`src/rtl/text_memory_loader_if.sv`:
```
// text_memory_loader_if: host byte stream plus text memory write port and load status
//   master : loader side (consumes bytes, drives memory write port and status)
//   slave  : host/memory side
interface text_memory_loader_if #(
  parameter int ADDR_WIDTH = 14
);
  logic                  start;
  logic [ADDR_WIDTH:0]   load_words;
  logic                  byte_valid;
  logic [7:0]            byte_data;
  logic                  byte_ready;
  logic [ADDR_WIDTH-1:0] mem_address;
  logic [31:0]           mem_data;
  logic                  mem_write_enable;
  logic                  busy;
  logic                  done;
  modport master (
    input  start, load_words, byte_valid, byte_data,
    output byte_ready, mem_address, mem_data, mem_write_enable, busy, done
  );
  modport slave (
    output start, load_words, byte_valid, byte_data,
    input  byte_ready, mem_address, mem_data, mem_write_enable, busy, done
  );
endinterface

```
`src/rtl/text_memory_loader.sv`:
```
// text_memory_loader: assembles a little-endian byte stream into 32-bit words and writes them to text memory
//   clock, reset : system clock, asynchronous active-high reset
//   bus          : start/load_words request, byte stream in, memory write port and busy/done status out
module text_memory_loader #(
  parameter int ADDR_WIDTH = 14
) (
  input logic clock,
  input logic reset,
  text_memory_loader_if.master bus
);
  localparam logic [1:0] IDLE = 2'd0, COLLECT = 2'd1, WRITE = 2'd2, FINISH = 2'd3;
  logic [1:0]            state, index;
  logic [ADDR_WIDTH:0]   count, target, count_next;
  logic [ADDR_WIDTH-1:0] address;
  logic [31:0]           data;
  // one bit wider than the address so a full-memory load still reaches its target
  assign count_next = count + 1'b1;
  always_ff @(posedge clock or posedge reset)
    if (reset) begin
      state   <= IDLE;
      index   <= '0;
      count   <= '0;
      target  <= '0;
      address <= '0;
      data    <= '0;
    end else case (state)
      IDLE: if (bus.start) begin
        target  <= bus.load_words;
        count   <= '0;
        address <= '0;
        index   <= '0;
        state   <= bus.load_words == '0 ? FINISH : COLLECT;
      end
      COLLECT: if (bus.byte_valid) begin
        data[{index, 3'b000} +: 8] <= bus.byte_data;
        index <= index + 1'b1;
        if (index == 2'd3) state <= WRITE;
      end
      WRITE: begin
        count   <= count_next;
        address <= address + 1'b1;
        index   <= '0;
        state   <= count_next == target ? FINISH : COLLECT;
      end
      FINISH: state <= IDLE;
    endcase
  assign bus.byte_ready       = state == COLLECT;
  assign bus.mem_write_enable = state == WRITE;
  assign bus.busy             = state == COLLECT || state == WRITE;
  assign bus.done             = state == FINISH;
  assign bus.mem_address      = address;
  assign bus.mem_data         = data;
endmodule

```
`src/flat_wrapper.sv`:
```
// flat-port wrapper written by rule: the top's interface ports become plain ports
module text_memory_loader_flat 
#(
  parameter int ADDR_WIDTH = 14
)
  (clock, reset, bus_start, bus_load_words, bus_byte_valid, bus_byte_data, bus_byte_ready, bus_mem_address, bus_mem_data, bus_mem_write_enable, bus_busy, bus_done);
  text_memory_loader_if #(.ADDR_WIDTH(ADDR_WIDTH)) bus_i ();
  input logic clock;
  input logic reset;
  input wire logic [$bits(bus_i.start)-1:0] bus_start;
  input wire logic [$bits(bus_i.load_words)-1:0] bus_load_words;
  input wire logic [$bits(bus_i.byte_valid)-1:0] bus_byte_valid;
  input wire logic [$bits(bus_i.byte_data)-1:0] bus_byte_data;
  output wire logic [$bits(bus_i.byte_ready)-1:0] bus_byte_ready;
  output wire logic [$bits(bus_i.mem_address)-1:0] bus_mem_address;
  output wire logic [$bits(bus_i.mem_data)-1:0] bus_mem_data;
  output wire logic [$bits(bus_i.mem_write_enable)-1:0] bus_mem_write_enable;
  output wire logic [$bits(bus_i.busy)-1:0] bus_busy;
  output wire logic [$bits(bus_i.done)-1:0] bus_done;
  assign bus_i.start = bus_start;
  assign bus_i.load_words = bus_load_words;
  assign bus_i.byte_valid = bus_byte_valid;
  assign bus_i.byte_data = bus_byte_data;
  assign bus_byte_ready = bus_i.byte_ready;
  assign bus_mem_address = bus_i.mem_address;
  assign bus_mem_data = bus_i.mem_data;
  assign bus_mem_write_enable = bus_i.mem_write_enable;
  assign bus_busy = bus_i.busy;
  assign bus_done = bus_i.done;
  text_memory_loader #(.ADDR_WIDTH(ADDR_WIDTH)) u_core (.clock(clock), .reset(reset), .bus(bus_i));
endmodule
```
`config.mk`:
```
export PLATFORM = sky130hd
export DESIGN_NAME = text_memory_loader_flat
export DESIGN_NICKNAME = d
export VERILOG_FILES = /design/src/rtl/text_memory_loader_if.sv /design/src/rtl/text_memory_loader.sv /design/src/flat_wrapper.sv
export SDC_FILE = /design/constraint.sdc
export NUM_CORES = 1
export LEC_CHECK = 0
export CAP_MARGIN = 20
export CORE_ASPECT_RATIO = 1.4
export CORE_UTILIZATION = 56
export CTS_CLUSTER_DIAMETER = 200
export CTS_CLUSTER_SIZE = 30
export DETAILED_ROUTE_END_ITERATION = 10
export HOLD_SLACK_MARGIN = 0.15
export MAX_ROUTING_LAYER = met4
export PLACE_DENSITY = 0.94
export SLEW_MARGIN = 20
export SYNTH_ARGS = -nofsm -noshare
export SYNTH_HDL_FRONTEND = slang
export SYNTH_SLANG_ARGS = --single-unit
```
`constraint.sdc`:
```
create_clock -name clock -period 5.4 [get_ports clock]
set_input_delay 0.81 -clock clock [delete_from_list [all_inputs] [get_ports clock]]
set_output_delay 0.81 -clock clock [all_outputs]
set_load 0.01 [all_outputs]
```
==> impl_metrics.csv, run 1 <==
group,metric,value,unit
run_status,status,"finished, final reports clean",
synthesis,ys_ff_latch,80,
timing,rsz0062_at_grt,"no",
timing,finalHoldViolCount,0,
timing,finalWorstSetupSlack,2.750,ns
global_route,top_usage_layer,"met2",
route,totalWireLength,9050,µm
floorplan,io_pins,77,
min_path,hold_depth,1,
synthesis,syn_nets,403,
critical_path,cp-start-kind,"register",
floorplan,die_w,72.92,µm
clock_network,cts_hold_buf,0,
placed_design,place_area,4782,µm²
clock_network,clk_latency,0.36,ns
min_path,hp-class,"reg2reg",
clock_network,cts-root-buf,"clkbuf_8",
route,drc,0,
clock_network,tritoncts,"built",
floorplan,die_area,7385,µm²
route,ant_nets,0,
finish,finalCoreUtilization,74.29,%
global_route,grt_max_degree,44,
placed_design,port_buffers,76,
finish,final_area,4977,µm²
timing,slew_viol_final,0,
placed_design,dpl_worst_slack,2.450,ns
critical_path,crit_required,4.59,ns
route,wl_per_cell,16.82,µm
route,drtPass1Iterations,4,
finish,syn2layout_area_growth,26.25,%
timing,slew_headroom,31.70,%
finish,final_cells,538,
timing,period_share,49.07,%
synthesis,yosysSeqAreaShare,50.78,%
route,drt_iter0_drc,254,
timing,worst_slew_pin_slew,0.9960,ns
timing,max_freq,377.4,MHz
finish,nNetsFinal,480,
floorplan,row_count,35,
critical_path,ff2ff_path_depth,5,
timing,worst_clock_skew,0.01238,ns
global_route,grt_usage,28.01,%
route,vias,3183,
timing,hold_ws,0.5076,ns
floorplan,die_y,101.3,µm
synthesis,syn_inst,364,
power_and_ir_drop,powerDensity,408.3,nW/µm²
clock_network,cts_made_buffers,9,
finish,n_antenna_cell,0,
timing,final.min_clock_period,2.650,ns
clock_network,cts.sinks,80,
finish,layout-drive-gt1-share,10.31,%
global_route,antenna_found_initial,0,
critical_path,path_class,"reg2out",
clock_network,htreeDepth,3,
placed_design,dpl.hpwl,6666,µm
power_and_ir_drop,leakage,2.094,nW
floorplan,core_area,6700,µm²
placed_design,gp_congestion,0.9034,
global_route,grt_pass1_wl,15260,µm
synthesis,ys_warn_count,0,
clock_network,cts_setup_buffers,0,
timing,setup_viol,0,
global_route,grt_use_met2,48.96,%
clock_network,clockBufferDepth,2,
floorplan,start_util,58.84,%
power_and_ir_drop,irDropWorstVdd,340.1,µV
clock_network,post_cts_resized,0,
route,via_per_inst,5.916,
finish,final_common_cell,"dfrtp_1",
placed_design,place_inst,522,
run,maxCapViolations,0,
synthesis,syn_avg_cell_area,10.83,µm²
finish,layout_common_cells,"dfrtp_1 (80), clkdlybuf4s50_1 (76), a22o_1 (34), nand2_1 (34), o21ai_0 (32)",
synthesis,ys_types,41,
global_route,grt_use_met3,4.577,%
critical_path,cp-end-kind,"output port",
critical_path,path_max_fanout,8,
power_and_ir_drop,power,2.032,mW
synthesis,syn-cell-area,3943,µm²
global_route,grt_pass1_vias,3178,
timing,fin_tns_setup,0,ns
clock_network,clk_pin_slew,0.09,ns
critical_path,cp_data_arrival_time,1.84,ns
global_route,met1_usage,32.03,%
global_route,grt.overflow.total,0,
## Yosys cell counts
master | count | area [µm²]
nor3b_1 | 2 | 15.01
clkbuf_1 | 9 | 33.78
nor3_1 | 2 | 10.01
o2111a_1 | 1 | 11.26
ha_1 | 12 | 150.1
nand4_2 | 1 | 12.51
o21ai_0 | 32 | 160.2
mux2_2 | 16 | 180.2
a22o_1 | 34 | 297.8
a21oi_1 | 7 | 35.03
o21a_1 | 1 | 7.510
buf_2 | 2 | 10.01
nor2_1 | 26 | 97.59
nand3_4 | 1 | 17.52
dfrtp_1 | 80 | 2002
o31ai_1 | 2 | 15.01
mux2i_1 | 2 | 20.02
nor4_1 | 4 | 25.02
nand3_2 | 1 | 10.01
nor4_2 | 4 | 50.05
o22ai_2 | 1 | 12.51
nand3_1 | 16 | 80.08
nor4b_1 | 2 | 17.52
or3_4 | 1 | 11.26
o22ai_1 | 1 | 6.260
nand2b_1 | 1 | 6.260
o32a_1 | 1 | 10.01
nor4b_2 | 1 | 15.01
xor2_1 | 18 | 157.7
nor3_2 | 2 | 20.02
nor2b_1 | 3 | 18.77
a31o_1 | 1 | 8.760
mux2_4 | 1 | 15.01
inv_1 | 12 | 45.04
and3_1 | 3 | 18.77
nand2_1 | 34 | 127.6
a31oi_1 | 3 | 18.77
nand4_1 | 5 | 31.28
xnor2_1 | 15 | 131.4
or3_1 | 2 | 12.51
o2111ai_1 | 2 | 17.52
## flip-flops by register name, indices dropped and copies added, names as in the netlist
register,flops
u_core.bus.mem_data,32
u_core.count,15
u_core.target,15
u_core.bus.mem_address,14
u_core.index,2
u_core.state,2
## per-layer routing
metal,part of all wire (%),vias to the layer above,wire (µm)
met5,0,-,0
met4,2.5,0,222
met3,5.3,22,481
li1,-,1475,-
met1,39,1561,3485
met2,54,125,4861
## logic make-up after synthesis
| kind of cell | count (synthesis) | share of synthesized area, % |
|---|---|---|
| adder cells (fa/ha/maj) | 12 | 3.808 |
| XOR/XNOR | 33 | 7.331 |
| AND/OR/NAND/NOR | 111 | 15.14 |
| AO/OA/AOI/OAI | 86 | 15.23 |
| multiplexers | 19 | 5.458 |
| flip-flops | 80 | 50.78 |
| buffers and inverters | 23 | 2.253 |
## critical path, cell delays in order (launching register included)
cell and delay, ns:
dfrtp_1 0.42, inv_1 0.09, ha_1 0.37, clkdlybuf4s50_1 0.61
## final timing paths
| check | start | end | slack [ns] |
|---|---|---|---|
| worst min register to register | u_core.bus.mem_data[12] | u_core.bus.mem_data[12] | 0.51 |
| min in group asynchronous | reset | u_core.bus.mem_data[23] | 0.99 |
| worst max-delay path | u_core.state[0] | bus_mem_write_enable | 2.75 |
| worst max register to register | u_core.state[1] | u_core.bus.mem_data[13] | 3.01 |
| max in group asynchronous | reset | u_core.target[13] | 3.38 |
| worst min-delay path | u_core.bus.mem_data[12] | u_core.bus.mem_data[12] | 0.51 |
## report_power, final
group | switching [mW] | internal (mW)
Sequential | 0.115 | 0.721
Clock | 0.227 | 0.216
Combinational | 0.383 | 0.371
Total | 0.725 | 1.31
## final cells by class
class,count,area [µm²]
Clock inverter,6,67.56
Clock buffer,10,127.6
Fill cell,465,1723
Sequential cell,80,2002
Timing Repair Buffer,77,768.2
Tap cell,92,115.1
Multi-Input combinational cell,261,1852
Inverter,12,45.04
(Power assumes the default switching activity.)
==> run 2, diff against run 1 <==
Settings changed: CORE_UTILIZATION 56 to 52, PLACE_DENSITY 0.94 to 0.89.
Clock period 5.4 ns to 2.7 ns, I/O delays scaled along.
==> impl_metrics.csv, run 2 (synthesized netlist as in run 1, its figures left out) <==
group,metric,value,unit
timing,rsz0062_at_grt,"no",
critical_path,crit_required,2.99,ns
critical_path,r2r-start,"u_core.count[0]",
timing,slew_viol_final,0,
critical_path,slowest_stage,"dfrtp_1",
global_route,grt_max_degree,81,
route,vias,3191,
floorplan,die_w,75.59,µm
finish,n_antenna_cell,0,
clock_network,cts-root-buf,"clkbuf_8",
power_and_ir_drop,irDropWorstVdd,705.1,µV
power_and_ir_drop,seq_power_share,40.6,%
placed_design,dpl.hpwl,6385,µm
critical_path,crit_end,"u_core.state[1]",
critical_path,cp_top_family,"simple AND/OR/NAND/NOR gates",
clock_network,cts_setup_buffers,0,
clock_network,clk_latency,0.36,ns
global_route,grt_usage,24.55,%
global_route,grt_pass1_vias,3138,
timing,slew_headroom,57.94,%
finish,largest_reg_flops,32,
timing,period_share,85.70,%
power_and_ir_drop,p_int,2.664,mW
clock_network,cts_made_buffers,9,
global_route,grt_pass1_wl,14390,µm
finish,fillers,512,
clock_network,tritoncts,"built",
critical_path,path_buf_inv,0,
timing,worst_slew_pin_slew,0.6294,ns
run_status,status,"finished, final reports clean",
clock_network,cts.sinks,80,
power_and_ir_drop,powerDensity,809.3,nW/µm²
placed_design,port_buffers,76,
timing,max_freq,432.2,MHz
clock_network,post_cts_resized,0,
floorplan,die_area,7939,µm²
run,maxCapViolations,0,
critical_path,startpoint,"u_core.count[0]",
critical_path,cp-end-kind,"register",
route,via_per_inst,5.802,
power_and_ir_drop,switchingPower,1.431,mW
global_route,grt.overflow.total,0,
finish,final_common_cell,"dfrtp_1",
timing,setup_viol,0,
critical_path,path_class,"reg2reg",
finish,finalCoreUtilization,68.74,%
clock_network,htreeDepth,3,
power_and_ir_drop,leakage,2.145,nW
route,wl_per_cell,16.07,µm
clock_network,clk_pin_slew,0.08,ns
floorplan,io_pins,77,
placed_design,gp_congestion,0.9585,
route,totalWireLength,8840,µm
floorplan,row_count,37,
critical_path,path_depth,7,
floorplan,start_util,53.56,%
timing,finalHoldViolCount,0,
critical_path,cp-start-kind,"register",
floorplan,die_y,105.0,µm
clock_network,cts_hold_buf,0,
timing,final.min_clock_period,2.314,ns
critical_path,reg2reg_setup_slack,0.39,ns
critical_path,cp_data_arrival_time,2.60,ns
min_path,hp-class,"in2async",
finish,nNetsFinal,487,
timing,fin_tns_setup,0,ns
power_and_ir_drop,clock_power_share,22.2,%
global_route,antenna_found_initial,0,
finish,layout-drive-gt1-share,11.92,%
clock_network,clockBufferDepth,2,
route,drt_iter0_drc,224,
route,ant_nets,0,
critical_path,path_max_fanout,7,
route,drc,0,
timing,worst_clock_skew,0.01030,ns
floorplan,core_area,7361,µm²
power_and_ir_drop,swShare,34.94,%
finish,syn2layout_area_growth,28.34,%
route,drtPass1Iterations,4,
critical_path,crit_chain,"ha_1 > nand3_4 > or3_4 > xnor2_1 > o2111ai_1 > nor4_1 > a31o_1",
critical_path,max_stage_delay,0.47,ns
finish,layout_common_cells,"dfrtp_1 (80), clkdlybuf4s50_1 (76), a22o_1 (34), nand2_1 (34), o21ai_0 (32)",
critical_path,r2r_end,"u_core.state[1]",
critical_path,ff2ff_path_depth,7,
power_and_ir_drop,comb_power_share,37.2,%
-- run 2: how the worst min path moves through the flow --
stage | startpoint | endpoint
2_1_floorplan | u_core.count[14] | u_core.count[14]
3_3_place_gp | u_core.bus.mem_data[28] | u_core.bus.mem_data[28]
3_5_place_dp | u_core.bus.mem_data[31] | u_core.bus.mem_data[31]
4_1_cts | reset | u_core.count[1]
5_1_grt | reset | u_core.bus.mem_data[30]
6_report | reset | u_core.bus.mem_data[30]
-- run 2: worst register-to-register path, cell delays in order (launching register included) --
cell       delay (ns)
dfrtp_1          0.47
ha_1             0.36
nand3_4          0.17
or3_4            0.41
xnor2_1          0.22
o2111ai_1        0.15
nor4_1           0.30
a31o_1           0.18
-- run 2: final cells by class --
cell class / count / area [µm²] / area share, %
flip-flops and latches: 80 / 2002 / 39.56
clock buffers: 10 / 137.6 / 2.720
clock inverters: 6 / 68.82 / 1.360
inverters: 12 / 45.04 / 0.8902
repair buffers: 84 / 833.3 / 16.47
well taps: 97 / 121.4 / 2.399
multi-input cells: 261 / 1852 / 36.60
-- run 2: power by group through the flow --
stage / clock (mW) / combinational [mW] / sequential [mW]
after floorplan: 0 / 0.960 / 1.68
after global placement: 0 / 1.46 / 1.67
after detailed placement: 0 / 1.51 / 1.69
after CTS: 0.928 / 1.52 / 1.66
after global routing: 0.974 / 1.67 / 1.70
final: 0.909 / 1.52 / 1.66
-- run 2: per-layer routing --
metal	track usage, %	part of all wire, %	vias to the layer above
met2	39.73	52	127
met1	28.47	41	1566
met5	-	0	-
met3	5.786	5.1	21
li1	-	-	1477
met4	10.71	2.4	0
-- run 2: metrics by stage --
step | power (mW) | instances | hold slack (ns) | cell area (µm²) | worst slack, ns
floorplan | 2.637 | 364 | 0.4662 | 3943 | 0.2433
global placement | 3.130 | 534 | 0.4867 | 4853 | 0.5185
detailed placement | 3.201 | 534 | 0.4910 | 4853 | 0.4488
CTS | 4.111 | 550 | 0.4709 | 5060 | 0.4559
global route | 4.339 | 550 | 0.4709 | 5060 | 0.2256
finish | 4.095 | 550 | 0.4650 | 5060 | 0.3861
==> run 3, diff against run 2 <==
Settings changed: GPL_TIMING_DRIVEN set to 1.
==> results of run 3 <==
The final DEF is identical to that of run 2; final timing and power are the same.
==> variant 1 (config.mk and constraints of run 2) <==
`ADDR_WIDTH` is set to 14 in 3 places; all go to 16.
--- a/src/rtl/text_memory_loader_if.sv
+++ b/src/rtl/text_memory_loader_if.sv
@@ -2,7 +2,7 @@
 //   master : loader side (consumes bytes, drives memory write port and status)
 //   slave  : host/memory side
 interface text_memory_loader_if #(
-  parameter int ADDR_WIDTH = 14
+  parameter int ADDR_WIDTH = 16
 );
   logic                  start;
   logic [ADDR_WIDTH:0]   load_words;
--- a/src/rtl/text_memory_loader.sv
+++ b/src/rtl/text_memory_loader.sv
@@ -2,7 +2,7 @@
 //   clock, reset : system clock, asynchronous active-high reset
 //   bus          : start/load_words request, byte stream in, memory write port and busy/done status out
 module text_memory_loader #(
-  parameter int ADDR_WIDTH = 14
+  parameter int ADDR_WIDTH = 16
 ) (
   input logic clock,
   input logic reset,
--- a/src/flat_wrapper.sv
+++ b/src/flat_wrapper.sv
@@ -1,7 +1,7 @@
 // flat-port wrapper written by rule: the top's interface ports become plain ports
 module text_memory_loader_flat 
 #(
-  parameter int ADDR_WIDTH = 14
+  parameter int ADDR_WIDTH = 16
 )
   (clock, reset, bus_start, bus_load_words, bus_byte_valid, bus_byte_data, bus_byte_ready, bus_mem_address, bus_mem_data, bus_mem_write_enable, bus_busy, bus_done);
   text_memory_loader_if #(.ADDR_WIDTH(ADDR_WIDTH)) bus_i ();
Ports: changed (resized bus_load_words and bus_mem_address); port bits go from 77 to 81. The function was not compared with the original's and may differ.
==> variant 1 against run 2 <==
- sequential cell count up 6
- first-iteration DRC count is 29% lower
- total power is 7.1% higher
- cell area rose by 6.5%
- sequential power is 8% higher
- routed wire length increased by 11%
- sequential share of layout area grew 0.39 points
- worst setup slack got worse by 0.044 ns
- synthesized area up 6.9%
- non-clock buffer count is 8 higher
- largest cell class unchanged
==> variant 1: results (changes against run 2) <==
[clock_network]
clkLatencyLatePin_ns = 0.37
cts_made_buffers = 9  ; unchanged
cts_resized = 0  ; unchanged
cts_setup_buffers = 0  ; unchanged
clk_pin_slew_worst_paths_ns = 0.09
ctsRootBufferMaster = clkbuf_8  ; unchanged
ctsHtreeMaxLevel = 3  ; unchanged
clockBufferDepth = 2  ; unchanged

[worst_setup_path]
r2r_start = u_core.state[0]  ; was u_core.count[0]
r2r_end = u_core.bus.mem_address[12]  ; was u_core.state[1]
reg2reg_depth = 8  ; was 7
cp-startpoint = u_core.state[1]  ; was u_core.count[0]
critPathTopFamily = buffers and inverters  ; was simple AND/OR/NAND/NOR gates
slowest_delay_ns = 0.65  ; was 0.47 ns
slowest_stage = clkdlybuf4s50_1  ; was dfrtp_1
crit_end = bus_byte_ready  ; was u_core.state[1]
r2r_setup_slack_ns = 0.60  ; was 0.39 ns
cp_max_fo = 12  ; was 7
cp.arrival_ns = 1.95  ; was 2.60 ns

[yosys]
synth_area_leaders = dfrtp_1 (51%), a22o_1 (7.3%), mux2_2 (4.5%)  ; was dfrtp_1 (51%), a22o_1 (7.6%), mux2_2 (4.6%)
syn_nets = 428  ; was 403
async_flop_share = 1.000  ; unchanged
synth_enable_flop_cells = 0  ; unchanged
yosysWarnings = 0  ; unchanged
yosysSeqAreaShare = 0.5107  ; was 0.5078
yosys-top-cells-count = dfrtp_1 (86), nand2_1 (38), a22o_1 (35), o21ai_0 (30), nor2_1 (22)  ; was dfrtp_1 (80), a22o_1 (34), nand2_1 (34), o21ai_0 (32), nor2_1 (26)
avgSynthCellArea_um2 = 10.89  ; was 10.83 µm²
yosysUniqueCellTypes = 42  ; was 41
synth_flop_cell = dfrtp_1  ; unchanged

[timing]
hold_ws_ns = 0.4448  ; was 0.4650 ns
skew_ns = 0.008005  ; was 0.01030 ns
worst_pin_slew_ns = 0.6216  ; was 0.6294 ns

[cells_and_area]
largest_reg_flops = 32  ; unchanged
n_antenna_cell = 0  ; unchanged
nets = 518  ; was 487
drive_gt1_frac = 0.1183  ; was 0.1192
fillers = 581  ; was 512

[power]
peakVddDrop_uv = 435.7  ; was 705.1 µV
leakagePower_nw = 2.288  ; was 2.145 nW

[grt]
grt_pass1_wl_um = 16630  ; was 14390 µm
antenna_found_initial = 0  ; unchanged
track_usage = 0.2655  ; was 0.2455
grt_max_degree = 87  ; was 81

[placed_design]
dp_cells = 566  ; was 534
globalplace.congestion = 0.9412  ; was 0.9585
post-dp-hpwl_um = 7169  ; was 6385 µm
port_buffers = 80  ; was 76

[route]
via_count = 3410  ; was 3191
wl_per_cell_um = 16.86  ; was 16.07 µm
vias_per_cell = 5.859  ; was 5.802
firstDrtPassIters = 4  ; unchanged
first_iter_violations = 159  ; was 224

[min_path]
worstHoldPathType = primary input to asynchronous set/reset pin  ; unchanged

[run_status]
status = complete, no violations  ; unchanged

==> variant 1: kinds of logic after synthesis <==
family	after synthesis	share of synthesized area
simple gates	122	0.1532
xor+xnor	39	0.08106
compound gates	90	0.1499
mux	18	0.04780
fa+ha+maj	12	0.03563
flops	86	0.5107
buf+inv	20	0.02167
==> variant 1: layout make-up <==
type                            instances  area share
Timing Repair Buffer                   92      0.1677
Clock buffer                           10     0.02555
Tap cell                              100     0.02323
Clock inverter                          6     0.01301
Multi-Input combinational cell        281      0.3659
Sequential cell                        86      0.3995
Inverter                                7    0.005110
==> variant 1: worst min-delay path by stage <==
stage                            startpoint                          to  slack, ns  cells past startpoint
floorplan                  u_core.count[16]            u_core.count[16]       0.48                      1
global placement    u_core.bus.mem_data[13]     u_core.bus.mem_data[13]       0.49                      1
detailed placement  u_core.bus.mem_data[23]     u_core.bus.mem_data[23]       0.49                      1
CTS                                   reset  u_core.bus.mem_address[11]       0.49                      3
global route                          reset     u_core.bus.mem_data[29]       0.51                      3
finish                                reset  u_core.bus.mem_address[11]       0.44                      3
==> variant 1: through the flow <==
| step | instance area, µm² | setup slack, ns |
|---|---|---|
| 3_5_place_dp | 5179 | 0.2522 |
| 4_1_cts | 5386 | 0.3315 |
| 3_3_place_gp | 5179 | 0.3770 |
| 2_1_floorplan | 4214 | 0.07315 |
| 6_report | 5386 | 0.3417 |
| 5_1_grt | 5386 | 0.2534 |
==> variant 1: report_power, final <==
group	leakage (nW)	switching, mW	internal [mW]	total [mW]
Sequential	1.15	0.233	1.56	1.79
Clock	0.0951	0.476	0.457	0.933
Combinational	1.04	0.837	0.825	1.66
==> variant 1: worst reg2reg max path, delay by kind of cell (launching register included) <==
kind          cells  cell delay [ns]
mux               1             0.44
buf+inv           1             0.10
simple gates      4             0.60
flops             1             0.43
fa+ha+maj         1             0.28
xor+xnor          1             0.16
==> variant 1: layer usage <==
layer  GRT usage  wire length [µm]  vias up
met2      0.4680              5359      129
li1            -                 -     1583
met4      0.1230               245        0
met1      0.2873              3675     1674
met5           -                 0        -
met3     0.05063               534       24
==> variant 2 (settings of run 2) <==
Made on the original files. Make the reset (`reset`) synchronous in one clocked block. Comments in the files are not updated.
--- a/src/rtl/text_memory_loader.sv
+++ b/src/rtl/text_memory_loader.sv
@@ -15,7 +15,7 @@
   logic [31:0]           data;
   // one bit wider than the address so a full-memory load still reaches its target
   assign count_next = count + 1'b1;
-  always_ff @(posedge clock or posedge reset)
+  always_ff @(posedge clock)
     if (reset) begin
       state   <= IDLE;
       index   <= '0;
Function: differs if reset is asserted again (counterexample within 4 cycles, from zero or initial values and one cycle with reset high); with reset held inactive, the same outputs for 10 cycles.
==> variant 2 against run 2 <==
- synthesized area is 3.7% lower
- routed wire length is 11% higher
- cell area is 3.7% lower
- sequential cell count stayed put
- first-iteration DRC count is 14% higher
- total power is 14% lower
- worst setup slack worse by 0.063 ns
- non-clock buffer count is 4 higher
- cell count is 13% higher
==> variant 2: results (changes against run 2) <==
[power]
p_per_area_nw_per_um2 = 721.7  ; was 809.3 nW/µm²
switching_share = 0.3214  ; was 0.3494
peakVddDrop_uv = 424.3  ; was 705.1 µV
seqPwrFrac = 0.388  ; was 0.406
leakagePower_nw = 1.732  ; was 2.145 nW
powerClk_mw = 1.09  ; was 0.909 mW

[route]
first_iter_violations = 255  ; was 224
totalWireLength_um = 9819  ; was 8840 µm
firstDrtPassIters = 5  ; was 4
via_count = 3581  ; was 3191

[run_status]
status = complete, no violations  ; unchanged

[cells_and_area]
finalNonFillerCells = 619  ; was 550
nets = 558  ; was 487
largest_reg_flops = 32  ; unchanged
fillers = 546  ; was 512
drive_gt1_frac = 0.08397  ; was 0.1192

[placed_design]
dpl_cell_area_um2 = 4618  ; was 4853 µm²
dp_cells = 603  ; was 534
post-dp-hpwl_um = 6984  ; was 6385 µm
dp_slack_ns = 0.2367  ; was 0.4488 ns
globalplace.congestion = 0.9958  ; was 0.9585

[clock_network]
clk_pin_slew_worst_paths_ns = 0.08  ; about the same
ctsHtreeMaxLevel = 3  ; unchanged

[yosys]
synth_area_leaders = dfxtp_1 (42%), a22oi_1 (7.3%), nor2_1 (6.8%)  ; was dfrtp_1 (51%), a22o_1 (7.6%), mux2_2 (4.6%)
yosys-top-cells-count = dfxtp_1 (80), nor2_1 (69), nand2_1 (42), a22oi_1 (37), a21oi_1 (35)  ; was dfrtp_1 (80), a22o_1 (34), nand2_1 (34), o21ai_0 (32), nor2_1 (26)
synth_flop_cell = dfxtp_1  ; was dfrtp_1
synthCells = 444  ; was 364
yosysWarnings = 0  ; unchanged
yosysUniqueCellTypes = 53  ; was 41
async_flop_share = 0  ; was 1.000
syn_nets = 483  ; was 403
yosysSeqAreaShare = 0.4220  ; was 0.5078

[grt]
antenna_found_initial = 0  ; unchanged
grt_max_degree = 50  ; was 81
grt_pass1_wl_um = 15280  ; was 14390 µm
track_usage = 0.2697  ; was 0.2455
first_global_vias = 3327  ; was 3138

[timing]
slew_headroom = 0.6747  ; was 0.5794
skew_ns = 0.005515  ; was 0.01030 ns

[worst_setup_path]
cp.arrival_ns = 2.65  ; was 2.60 ns
cp_max_fo = 9  ; was 7

[min_path]
worstHoldPathType = primary input to flip-flop  ; was primary input to asynchronous set/reset pin

## variant 2: cell types whose count changed in the layout (fill, tap and decap cells not counted), moves of 17 or more
cell / change
o21ai_0: -17
a22o_1: -34
a22oi_1: +37
dfrtp_1: -80
dfxtp_1: +80
a21oi_1: +28
nor2_1: +43
## variant 2: area by class of cell
class | count | area, µm² | share of cell area
multi-input cells | 332 | 2022 | 0.4150
repair buffers | 88 | 845.8 | 0.1736
clock inverters | 5 | 102.6 | 0.02106
inverters | 8 | 30.03 | 0.006163
flip-flops and latches | 80 | 1602 | 0.3287
well taps | 95 | 118.9 | 0.02440
clock buffers | 11 | 151.4 | 0.03107
## variant 2: routing by layer
metal	GRT usage	share of wire	up-vias	wire [µm]
met5	-	0	-	0
met4	0.1391	0.034	0	334
met3	0.05474	0.065	29	638
met2	0.4706	0.52	143	5106
met1	0.2823	0.38	1691	3740
li1	-	-	1718	-
## variant 2: critical path, cell delays in order (launching register included)
cell,delay [ns]
dfxtp_1,0.45
inv_1,0.10
ha_1,0.31
nor2b_4,0.19
a21oi_4,0.19
nor2_2,0.06
or3_1,0.33
or4_1,0.49
o31ai_2,0.18
## variant 2: logic make-up after synthesis
family / share of synthesized area
buffers and inverters: 0.04517
multiplexers: 0.002967
XOR/XNOR: 0.06924
adder cells (fa/ha/maj): 0.03956
flip-flops: 0.4220
AND/OR/NAND/NOR: 0.2361
AO/OA/AOI/OAI: 0.1850
## variant 2: worst paths after layout
path                      from           endpoint  slack, ns  cells after the start
max            u_core.state[1]    u_core.state[1]       0.32                      8
max reg2reg    u_core.state[1]    u_core.state[1]       0.32                      8
min reg2reg  u_core.target[13]  u_core.target[13]       0.47                      2
min                      reset    u_core.count[1]       0.46                      2
